### src/rtl/fifo_wr_arbiter.sv
// fifo_wr_arbiter: round-robin packet arbiter feeding the write side of an async FIFO.
// A channel owns the FIFO from its grant until the beat carrying ch_last_i is accepted,
// so packets are never interleaved. Every FIFO word is {channel id, last, data}, with
// the id in the MSBs. The write to the FIFO is registered, giving one cycle of latency.
//
// Ports:
//   wr_clk_i          write-domain clock
//   wr_rst_n_i        asynchronous active-low reset
//   ch_valid_i        per-channel beat valid
//   ch_data_i         per-channel payload, channel k at [k*DATA_WIDTH +: DATA_WIDTH]
//   ch_last_i         per-channel end-of-packet marker
//   ch_ready_o        per-channel beat accept (only the granted channel, only in XFER)
//   fifo_prog_full_i  FIFO programmable-full; blocks new grants and beat acceptance
//   fifo_full_i       FIFO full; blocks beat acceptance
//   fifo_wr_en_o      registered FIFO write enable
//   fifo_din_o        registered FIFO write word
//   grant_o           currently granted channel
//   busy_o            high while a packet is being transferred
//
// The integrator must set PROG_FULL_NUM <= FIFO_DEEP-2. ch_ready_o is computed from the
// flags alone and never from fifo_wr_en_o, so one registered write can still be in flight
// when prog_full rises. That margin keeps the in-flight write from overflowing the FIFO.
module fifo_wr_arbiter #(
  parameter int unsigned NUM_CH     = 4,
  parameter int unsigned DATA_WIDTH = 8,
  localparam int unsigned CH_W      = (NUM_CH > 1) ? $clog2(NUM_CH) : 1,
  localparam int unsigned FW        = DATA_WIDTH + CH_W + 1
) (
  input  logic                         wr_clk_i,
  input  logic                         wr_rst_n_i,
  input  logic [NUM_CH-1:0]            ch_valid_i,
  input  logic [NUM_CH*DATA_WIDTH-1:0] ch_data_i,
  input  logic [NUM_CH-1:0]            ch_last_i,
  output logic [NUM_CH-1:0]            ch_ready_o,
  input  logic                         fifo_prog_full_i,
  input  logic                         fifo_full_i,
  output logic                         fifo_wr_en_o,
  output logic [FW-1:0]                fifo_din_o,
  output logic [CH_W-1:0]              grant_o,
  output logic                         busy_o
);

  typedef enum logic [0:0] {StIdle, StXfer} state_e;

  state_e                state_q, state_d;
  logic [CH_W-1:0]       grant_q, grant_d;
  logic [CH_W-1:0]       rr_ptr_q, rr_ptr_d;
  logic                  wr_en_q, wr_en_d;
  logic [FW-1:0]         din_q, din_d;

  logic [CH_W-1:0]       pick;
  logic                  pick_vld;
  int unsigned           idx;
  logic [CH_W-1:0]       idx_w;

  logic                  beat_ok;
  logic                  cur_valid;
  logic                  cur_last;
  logic [DATA_WIDTH-1:0] cur_data;
  logic                  accept;

  // First valid channel at or above rr_ptr, wrapping modulo NUM_CH.
  always_comb begin
    pick     = '0;
    pick_vld = 1'b0;
    idx      = 0;
    idx_w    = '0;
    for (int unsigned i = 0; i < NUM_CH; i++) begin
      idx   = (32'(rr_ptr_q) + i) % NUM_CH;
      idx_w = CH_W'(idx);
      if (!pick_vld && ch_valid_i[idx_w]) begin
        pick     = idx_w;
        pick_vld = 1'b1;
      end
    end
  end

  assign beat_ok   = ~fifo_prog_full_i & ~fifo_full_i;
  assign cur_valid = ch_valid_i[grant_q];
  assign cur_last  = ch_last_i[grant_q];
  assign cur_data  = ch_data_i[grant_q*DATA_WIDTH +: DATA_WIDTH];
  assign accept    = (state_q == StXfer) & cur_valid & beat_ok;

  always_comb begin
    ch_ready_o = '0;
    if (state_q == StXfer) begin
      ch_ready_o[grant_q] = beat_ok;
    end
  end

  always_comb begin
    state_d  = state_q;
    grant_d  = grant_q;
    rr_ptr_d = rr_ptr_q;
    wr_en_d  = 1'b0;
    din_d    = din_q;
    unique case (state_q)
      StIdle: begin
        if (pick_vld && !fifo_prog_full_i) begin
          grant_d = pick;
          state_d = StXfer;
        end
      end
      StXfer: begin
        if (accept) begin
          wr_en_d = 1'b1;
          din_d   = {grant_q, cur_last, cur_data};
          if (cur_last) begin
            rr_ptr_d = (grant_q == CH_W'(NUM_CH - 1)) ? '0 : grant_q + CH_W'(1);
            state_d  = StIdle;
          end
        end
      end
    endcase
  end

  always_ff @(posedge wr_clk_i or negedge wr_rst_n_i) begin
    if (!wr_rst_n_i) begin
      state_q  <= StIdle;
      grant_q  <= '0;
      rr_ptr_q <= '0;
      wr_en_q  <= 1'b0;
      din_q    <= '0;
    end else begin
      state_q  <= state_d;
      grant_q  <= grant_d;
      rr_ptr_q <= rr_ptr_d;
      wr_en_q  <= wr_en_d;
      din_q    <= din_d;
    end
  end

  assign fifo_wr_en_o = wr_en_q;
  assign fifo_din_o   = din_q;
  assign grant_o      = grant_q;
  assign busy_o       = (state_q == StXfer);

endmodule

### config.mk
export PLATFORM = sky130hd
export DESIGN_NAME = fifo_wr_arbiter
export DESIGN_NICKNAME = d
export VERILOG_FILES = /design/src/rtl/fifo_wr_arbiter.sv
export SDC_FILE = /design/constraint.sdc
export NUM_CORES = 1
export LEC_CHECK = 0
export BUFFER_PORTS_ARGS = -buffer_cell sky130_fd_sc_hd__buf_4
export CELL_PAD_IN_SITES_DETAIL_PLACEMENT = 0
export CELL_PAD_IN_SITES_GLOBAL_PLACEMENT = 2
export CORE_MARGIN = 2
export CORE_UTILIZATION = 29
export DETAILED_ROUTE_END_ITERATION = 10
export PLACE_DENSITY = 0.9
export SLEW_MARGIN = 10
export SYNTH_ARGS = -nofsm -noshare
export SYNTH_HDL_FRONTEND = slang
export SYNTH_SLANG_ARGS = --single-unit
export TNS_END_PERCENT = 30
### constraint.sdc
create_clock -name wr_clk_i -period 3.2 [get_ports wr_clk_i]
set_input_delay 0.8 -clock wr_clk_i [delete_from_list [all_inputs] [get_ports wr_clk_i]]
set_output_delay 0.8 -clock wr_clk_i [all_outputs]
set_load 0.005 [all_outputs]
==> results of run 1 <==
-- synthesized netlist by cell type, drive strengths merged --
| library cell | instances | area share |
|---|---|---|
| o41ai | 1 | 0.0077 |
| or3 | 1 | 0.0055 |
| a211oi | 1 | 0.0066 |
| nand2b | 2 | 0.011 |
| mux4 | 10 | 0.22 |
| o2bb2ai | 1 | 0.0077 |
| a21oi | 2 | 0.0088 |
| nor4 | 1 | 0.0055 |
| clkbuf | 2 | 0.0066 |
| inv | 3 | 0.0099 |
| buf | 2 | 0.014 |
| nor2 | 5 | 0.016 |
| nand2 | 3 | 0.012 |
| o21a | 1 | 0.0066 |
| and2 | 5 | 0.027 |
| o31ai | 3 | 0.020 |
| a21bo | 1 | 0.0088 |
| nand3 | 1 | 0.0044 |
| mux2 | 13 | 0.15 |
| nor3b | 2 | 0.018 |
| dfrtp | 17 | 0.37 |
| mux2i | 1 | 0.0088 |
| ha | 4 | 0.044 |
-- where the power goes --
| group | internal, mW | total [mW] | switching (mW) |
|---|---|---|---|
| Sequential | 0.313 | 0.452 | 0.139 |
| Clock | 0.0882 | 0.159 | 0.0706 |
| Combinational | 0.399 | 0.570 | 0.170 |
| Total | 0.800 | 1.18 | 0.380 |
-- registers in the layout, summed over array words and instances (netlist names) --
| register | count |
|---|---|
| busy_o | 1 |
| fifo_din_o | 11 |
| fifo_wr_en_o | 1 |
| grant_o | 2 |
| rr_ptr_q | 2 |
-- through the flow --
step / utilization / area, um2 / worst slack, ps
after global placement: 0.4421 / 1643 / 724.1
after CTS: 0.4542 / 1688 / 583.5
after global routing: 0.4542 / 1688 / 423.8
after floorplan: - / 1141 / 1090
final: 0.4542 / 1688 / 604.5
after detailed placement: 0.4421 / 1643 / 679.0
-- logic make-up (layout without fill, tap and decap cells) --
group / after synthesis / in the layout / synth area share
DFF: 17 / 17 / 0.3728
muxes: 24 / 24 / 0.3871
and+or+nand+nor: 20 / 20 / 0.09979
buffers and inverters: 7 / 69 / 0.03070
AOI/OAI and AO/OA: 10 / 10 / 0.06580
adders and majority gates: 4 / 4 / 0.04386
-- per-layer routing --
metal	GRT usage	vias to the layer above
li1	-	443
met1	0.1900	455
met2	0.2363	42
met3	0.02365	2
met4	0.03827	0
met5	0	-
-- layout make-up --
class                   count  share of cell area
well taps                  48             0.03558
flip-flops and latches     17              0.2520
repair buffers             62              0.2758
clock buffers               4             0.02669
inverters                   3            0.006672
multi-input cells          58              0.4033
-- worst paths after layout --
check	depth (start not counted)	endpoint	slack [ps]
worst min-delay path	1	fifo_din_o[1]$_DFFE_PN0P_	400
min in group wr_clk_i	1	fifo_din_o[8]$_DFFE_PN0P_	490
worst max register to register	3	fifo_din_o[0]$_DFFE_PN0P_	940
max in group asynchronous	1	rr_ptr_q[0]$_DFFE_PN0P_	2610
worst max-delay path	4	ch_ready_o[0]	600
worst min register to register	1	fifo_din_o[8]$_DFFE_PN0P_	490
-- critical path: stages (launching register included) --
cell     delay [ps]
dfrtp_1         840
inv_1           190
ha_1            240
and2_1          140
buf_4           130
==> impl_results.rst, run 1 <==
.. list-table::
   :header-rows: 1

   * - Metric
     - Value
   * - Final Non-Filler Cells
     - 192
   * - Maximum VDD drop
     - 0.2873 mV
   * - Die Span Y
     - 66.73 um
   * - Setup Buffers After CTS
     - 0
   * - # DRC
     - 0
   * - Final setup violation count
     - 0
   * - Fill count
     - 340
   * - Routed wire length
     - 2.882 mm
   * - Flip-flop and latch count after synthesis
     - 17
   * - Final-report max-slew violation count
     - 0
   * - Leakage power of the design
     - 0.8233 nW
   * - Routed WL per cell
     - 15.01 um
   * - Rows
     - 22
   * - Initial Utilization
     - 0.3071
   * - Highest metal layer with signal wires
     - met4
   * - Number of distinct library cells after synthesis
     - 28
   * - Syn Std Cell Area
     - 0.001141 mm2
   * - Arrival time of the worst setup path
     - 1800 ps
   * - Post-CTS Hold Buffers
     - 0
   * - Net count, final
     - 193
   * - Type of the setup path with the least slack
     - reg2out
   * - Combined area of the multi-input logic cells
     - 680.7 um2
   * - Setup skew after layout
     - 0.8300 ps
   * - Vias in the first global route
     - 976
   * - Outcome
     - finished, final reports clean
   * - Number of antenna violations at the first check in global routing
     - 0
   * - Vias after detailed routing
     - 942
   * - Setup repair after global routing missed its margin
     - no
   * - Routed wl met2
     - 1.315 mm
   * - Core Box Area
     - 0.003716 mm2
   * - Post-detailed-route via-to-cell ratio
     - 4.906
   * - Root buffer cell
     - clkbuf_8
   * - Global-route wire length before repair
     - 4.767 mm
   * - Least-Margin Pin Slew
     - 766.5 ps
   * - Endpoint required time on the critical path
     - 2400 ps
   * - Max-slew headroom
     - 0.4890
   * - Sort of element at the start of the critical path
     - flop
   * - Maximum root-to-sink buffer count
     - 2
   * - Sequential cell area in the final layout
     - 425.4 um2
   * - Violation count after the first detailed-routing iteration
     - 18
   * - Post-Route M1 WL
     - 1.321 mm
   * - Total length of routed met3 wires
     - 224 um
   * - Placed wire-length estimate after detailed placement
     - 2.203 mm
   * - TritonCTS clock tree
     - yes
   * - Worst-path fanout max
     - 16
   * - Most common cell after layout, fill and taps aside
     - buf_4
   * - Worst hold slack
     - 403.8 ps
   * - Post-route total power
     - 1.181 mW
   * - Power per standard cell area
     - 699.5 mW/mm2
   * - Sequential-to-total area share from yosys stat
     - 0.3728
   * - Iteration count of the initial detailed-routing pass
     - 4
   * - # diodes
     - 0
   * - Worst Hold Class
     - in2async
   * - Post-CTS resize count
     - 0
   * - Ratio of cells with drive above 1 in the final layout
     - 0.5764
   * - Cts bufs inserted
     - 3
   * - Routability cong.
     - 0.7018
   * - Minimum period implied by the final worst setup slack
     - 2595 ps
   * - X dimension of the die
     - 66.73 um
   * - Synthesized net count
     - 130
   * - Achievable clock frequency
     - 0.3853 GHz
   * - Overall routing resource usage
     - 0.1419
   * - MaxCap Viol Count
     - 0
   * - Post-Syn Area per Cell
     - 13.92 um2
   * - Launching instance or port of the critical path
     - grant_o[0]$_DFFE_PN0P_
   * - Io pins
     - 63
   * - Pin count of the biggest net entering global routing
     - 19
   * - Remaining global-route overflow
     - 0
   * - Area enclosed by the die boundary
     - 0.004453 mm2
   * - Final period utilization
     - 0.8111
   * - Clk sinks
     - 17
   * - Hold violation count in the final report
     - 0
   * - CP Capture Type
     - output port
   * - Antenna viol nets, final
     - 0
   * - Total negative slack for setup checks
     - 0 ps
   * - Number of instances in the synthesized netlist
     - 82
   * - Clock latency on the worst-skew pair
     - 250 ps
   * - Area overhead of the layout relative to synthesis
     - 47.92%
   * - Number of H-tree levels
     - 1
   * - Startpoint of the worst register-to-register path
     - grant_o[0]$_DFFE_PN0P_
   * - Synth Warn #
     - 0
   * - Most used cells in the layout excluding fill and tap cells
     - 62 x buf_4, 17 x dfrtp_1, 8 x mux4_1, 8 x mux2_4
   * - Clock-pin slew of the registers on the worst-case setup and hold paths
     - 60 ps
   * - Total placed cells including tap cells
     - 188
   * - Number of input and output port buffers inserted
     - 62
Power figures use the tool's default switching activity.
==> run 2: changes to the inputs <==
- CORE_UTILIZATION: 29 -> 24
- PLACE_DENSITY: 0.9 -> 0.8
- clock period: 3.2 -> 2.35 ns (I/O delays scaled with it)
==> run 2 against run 1 <==
- global-route usage decreased by 3.0 points
- worst setup slack got worse by 330 ps
- clock skew increased by 2.2 ps
- critical path depth unchanged
- die area increased by 20%
- count of clock-buffer cells in the layout decreased by 1
- register-to-register slack got worse by 430 ps
==> impl_results.rst, run 2 (synthesis gave the netlist of run 1 again) <==
.. list-table::
   :header-rows: 1

   * - Metric
     - Value
   * - Outcome
     - finished, final reports clean
   * - Least-Margin Pin Slew
     - 617.6 ps (-148.9 ps)
   * - TritonCTS clock tree
     - yes
   * - Worst Hold Class
     - in2async
   * - Routed WL per cell
     - 15.08 um (+0.49%)
   * - Endpoint required time on the critical path
     - 1760 ps (-640 ps)
   * - Rows
     - 25 (+14%)
   * - Hold violation count in the final report
     - 0 (unchanged)
   * - Arrival time of the worst setup path
     - 1490 ps (-310 ps)
   * - Setup repair after global routing missed its margin
     - no
   * - Clock-pin slew of the registers on the worst-case setup and hold paths
     - 60 ps (about the same)
   * - Final period utilization
     - 0.8852
   * - Final-report max-slew violation count
     - 0 (unchanged)
   * - X dimension of the die
     - 72.96 um (+9.3%)
   * - # diodes
     - 0 (unchanged)
   * - Number of input and output port buffers inserted
     - 62 (unchanged)
   * - Post-CTS Hold Buffers
     - 0 (unchanged)
   * - Cts bufs inserted
     - 3 (unchanged)
   * - Final setup violation count
     - 0 (unchanged)
   * - Type of the setup path with the least slack
     - reg2out
   * - Remaining global-route overflow
     - 0 (unchanged)
   * - Total negative slack for setup checks
     - 0 ps (unchanged)
   * - CP Capture Type
     - output port
   * - Overall routing resource usage
     - 0.1117 (-0.03020)
   * - Clk sinks
     - 17 (unchanged)
   * - Placed wire-length estimate after detailed placement
     - 2.480 mm (+13%)
   * - Final worst slack
     - 269.9 ps (-334.7 ps)
   * - Max-slew headroom
     - 0.5845 (+0.09547)
   * - Root buffer cell
     - clkbuf_8
   * - Maximum root-to-sink buffer count
     - 2 (unchanged)
   * - Core Box Area
     - 0.004661 mm2 (+25%)
   * - Die Span Y
     - 72.96 um (+9.3%)
   * - Post-detailed-route via-to-cell ratio
     - 4.692 (-4.4%)
   * - Achievable clock frequency
     - 0.4807 GHz
   * - Maximum VDD drop
     - 0.2186 mV (-24%)
   * - Pin count of the biggest net entering global routing
     - 18 (-1)
   * - Most common cell after layout, fill and taps aside
     - buf_4
   * - Iteration count of the initial detailed-routing pass
     - 2 (-2)
   * - Vias after detailed routing
     - 943 (+0.11%)
   * - # DRC
     - 0 (unchanged)
   * - Post-CTS resize count
     - 0 (unchanged)
   * - Setup skew after layout
     - 3.057 ps (+2.227 ps)
   * - Worst hold slack
     - 190.0 ps (-213.8 ps)
   * - Routed wire length
     - 3.032 mm (+5.2%)
   * - MaxCap Viol Count
     - 0 (unchanged)
   * - Clock latency on the worst-skew pair
     - 250 ps (about the same)
   * - Leakage power of the design
     - 0.8412 nW (+2.2%)
   * - Worst slack at placement
     - 302.6 ps (-376.5 ps)
   * - Post-route total power
     - 1.657 mW (+40%)
   * - Number of flip-flops under the largest register name
     - 11 (unchanged)
   * - Violation count after the first detailed-routing iteration
     - 30 (+12)
   * - Post-layout utilization of the core
     - 0.3689 (-0.08535)
   * - Number of H-tree levels
     - 1 (unchanged)
   * - Io pins
     - 63 (unchanged)
   * - Global-route wire length before repair
     - 4.512 mm (-5.3%)
   * - Minimum period implied by the final worst setup slack
     - 2080 ps
   * - Worst-path fanout max
     - 12 (-4)
   * - Vias in the first global route
     - 944 (-3.3%)
   * - Area enclosed by the die boundary
     - 0.005322 mm2 (+20%)
   * - Power per standard cell area
     - 964.1 mW/mm2 (+38%)
   * - Net count, final
     - 196 (+1.6%)
   * - Initial Utilization
     - 0.2448 (-0.06224)
   * - Ratio of cells with drive above 1 in the final layout
     - 0.5918 (+0.01545)
   * - Setup Buffers After CTS
     - 0 (unchanged)
   * - Sort of element at the start of the critical path
     - flop
   * - Antenna viol nets, final
     - 0 (unchanged)
   * - Number of antenna violations at the first check in global routing
     - 0 (unchanged)
   * - Routability cong.
     - 0.7388 (+5.3%)
   * - Most used cells in the layout excluding fill and tap cells
     - 65 x buf_4, 17 x dfrtp_1, 8 x mux4_1, 8 x mux2_4
   * - Area overhead of the layout relative to synthesis
     - 50.66%
-- run 2: area by class of cell --
type,count,area (um2)
Sequential cell,17,425.4
Inverter,3,11.26
Clock buffer,3,41.29
Fill cell,461,2942
Multi-Input combinational cell,58,680.7
Tap cell,54,67.56
Timing Repair Buffer,65,488.0
Clock inverter,1,5.005
-- run 2: worst paths after layout --
kind / from / slack, ps / to / depth (start not counted)
worst max-delay path: grant_o[1]$_DFFE_PN0P_ / 270 / ch_ready_o[0] / 4
worst min-delay path: wr_rst_n_i / 190 / fifo_wr_en_o$_DFF_PN0_ / 1
worst max register to register: grant_o[1]$_DFFE_PN0P_ / 510 / fifo_din_o[0]$_DFFE_PN0P_ / 3
worst min register to register: fifo_din_o[8]$_DFFE_PN0P_ / 500 / fifo_din_o[8]$_DFFE_PN0P_ / 1
max in group asynchronous: wr_rst_n_i / 1970 / fifo_din_o[9]$_DFFE_PN0P_ / 1
min in group wr_clk_i: fifo_din_o[8]$_DFFE_PN0P_ / 500 / fifo_din_o[8]$_DFFE_PN0P_ / 1
-- run 2: layer usage --
metal,part of all wire,vias to the layer above,global-route usage
met2,0.48,42,0.1939
met4,0.012,0,0.04321
li1,-,447,-
met1,0.42,449,0.1305
met3,0.084,5,0.03039
met5,0,-,0
-- run 2: report_power, final --
part	switching, mW	internal (mW)
Sequential	0.133	0.427
Combinational	0.306	0.571
Clock	0.102	0.118
-- run 2: stage by stage --
stage,area [um2],cells
2_1_floorplan,1141,82
3_3_place_gp,1673,197
3_5_place_dp,1673,197
4_1_cts,1719,201
5_1_grt,1719,201
6_report,1719,201
-- run 2: worst max-delay path, stage by stage (launching register included) --
cell,delay (ps)
dfrtp_1,640
inv_1,130
ha_1,200
and2_1,140
buf_4,130
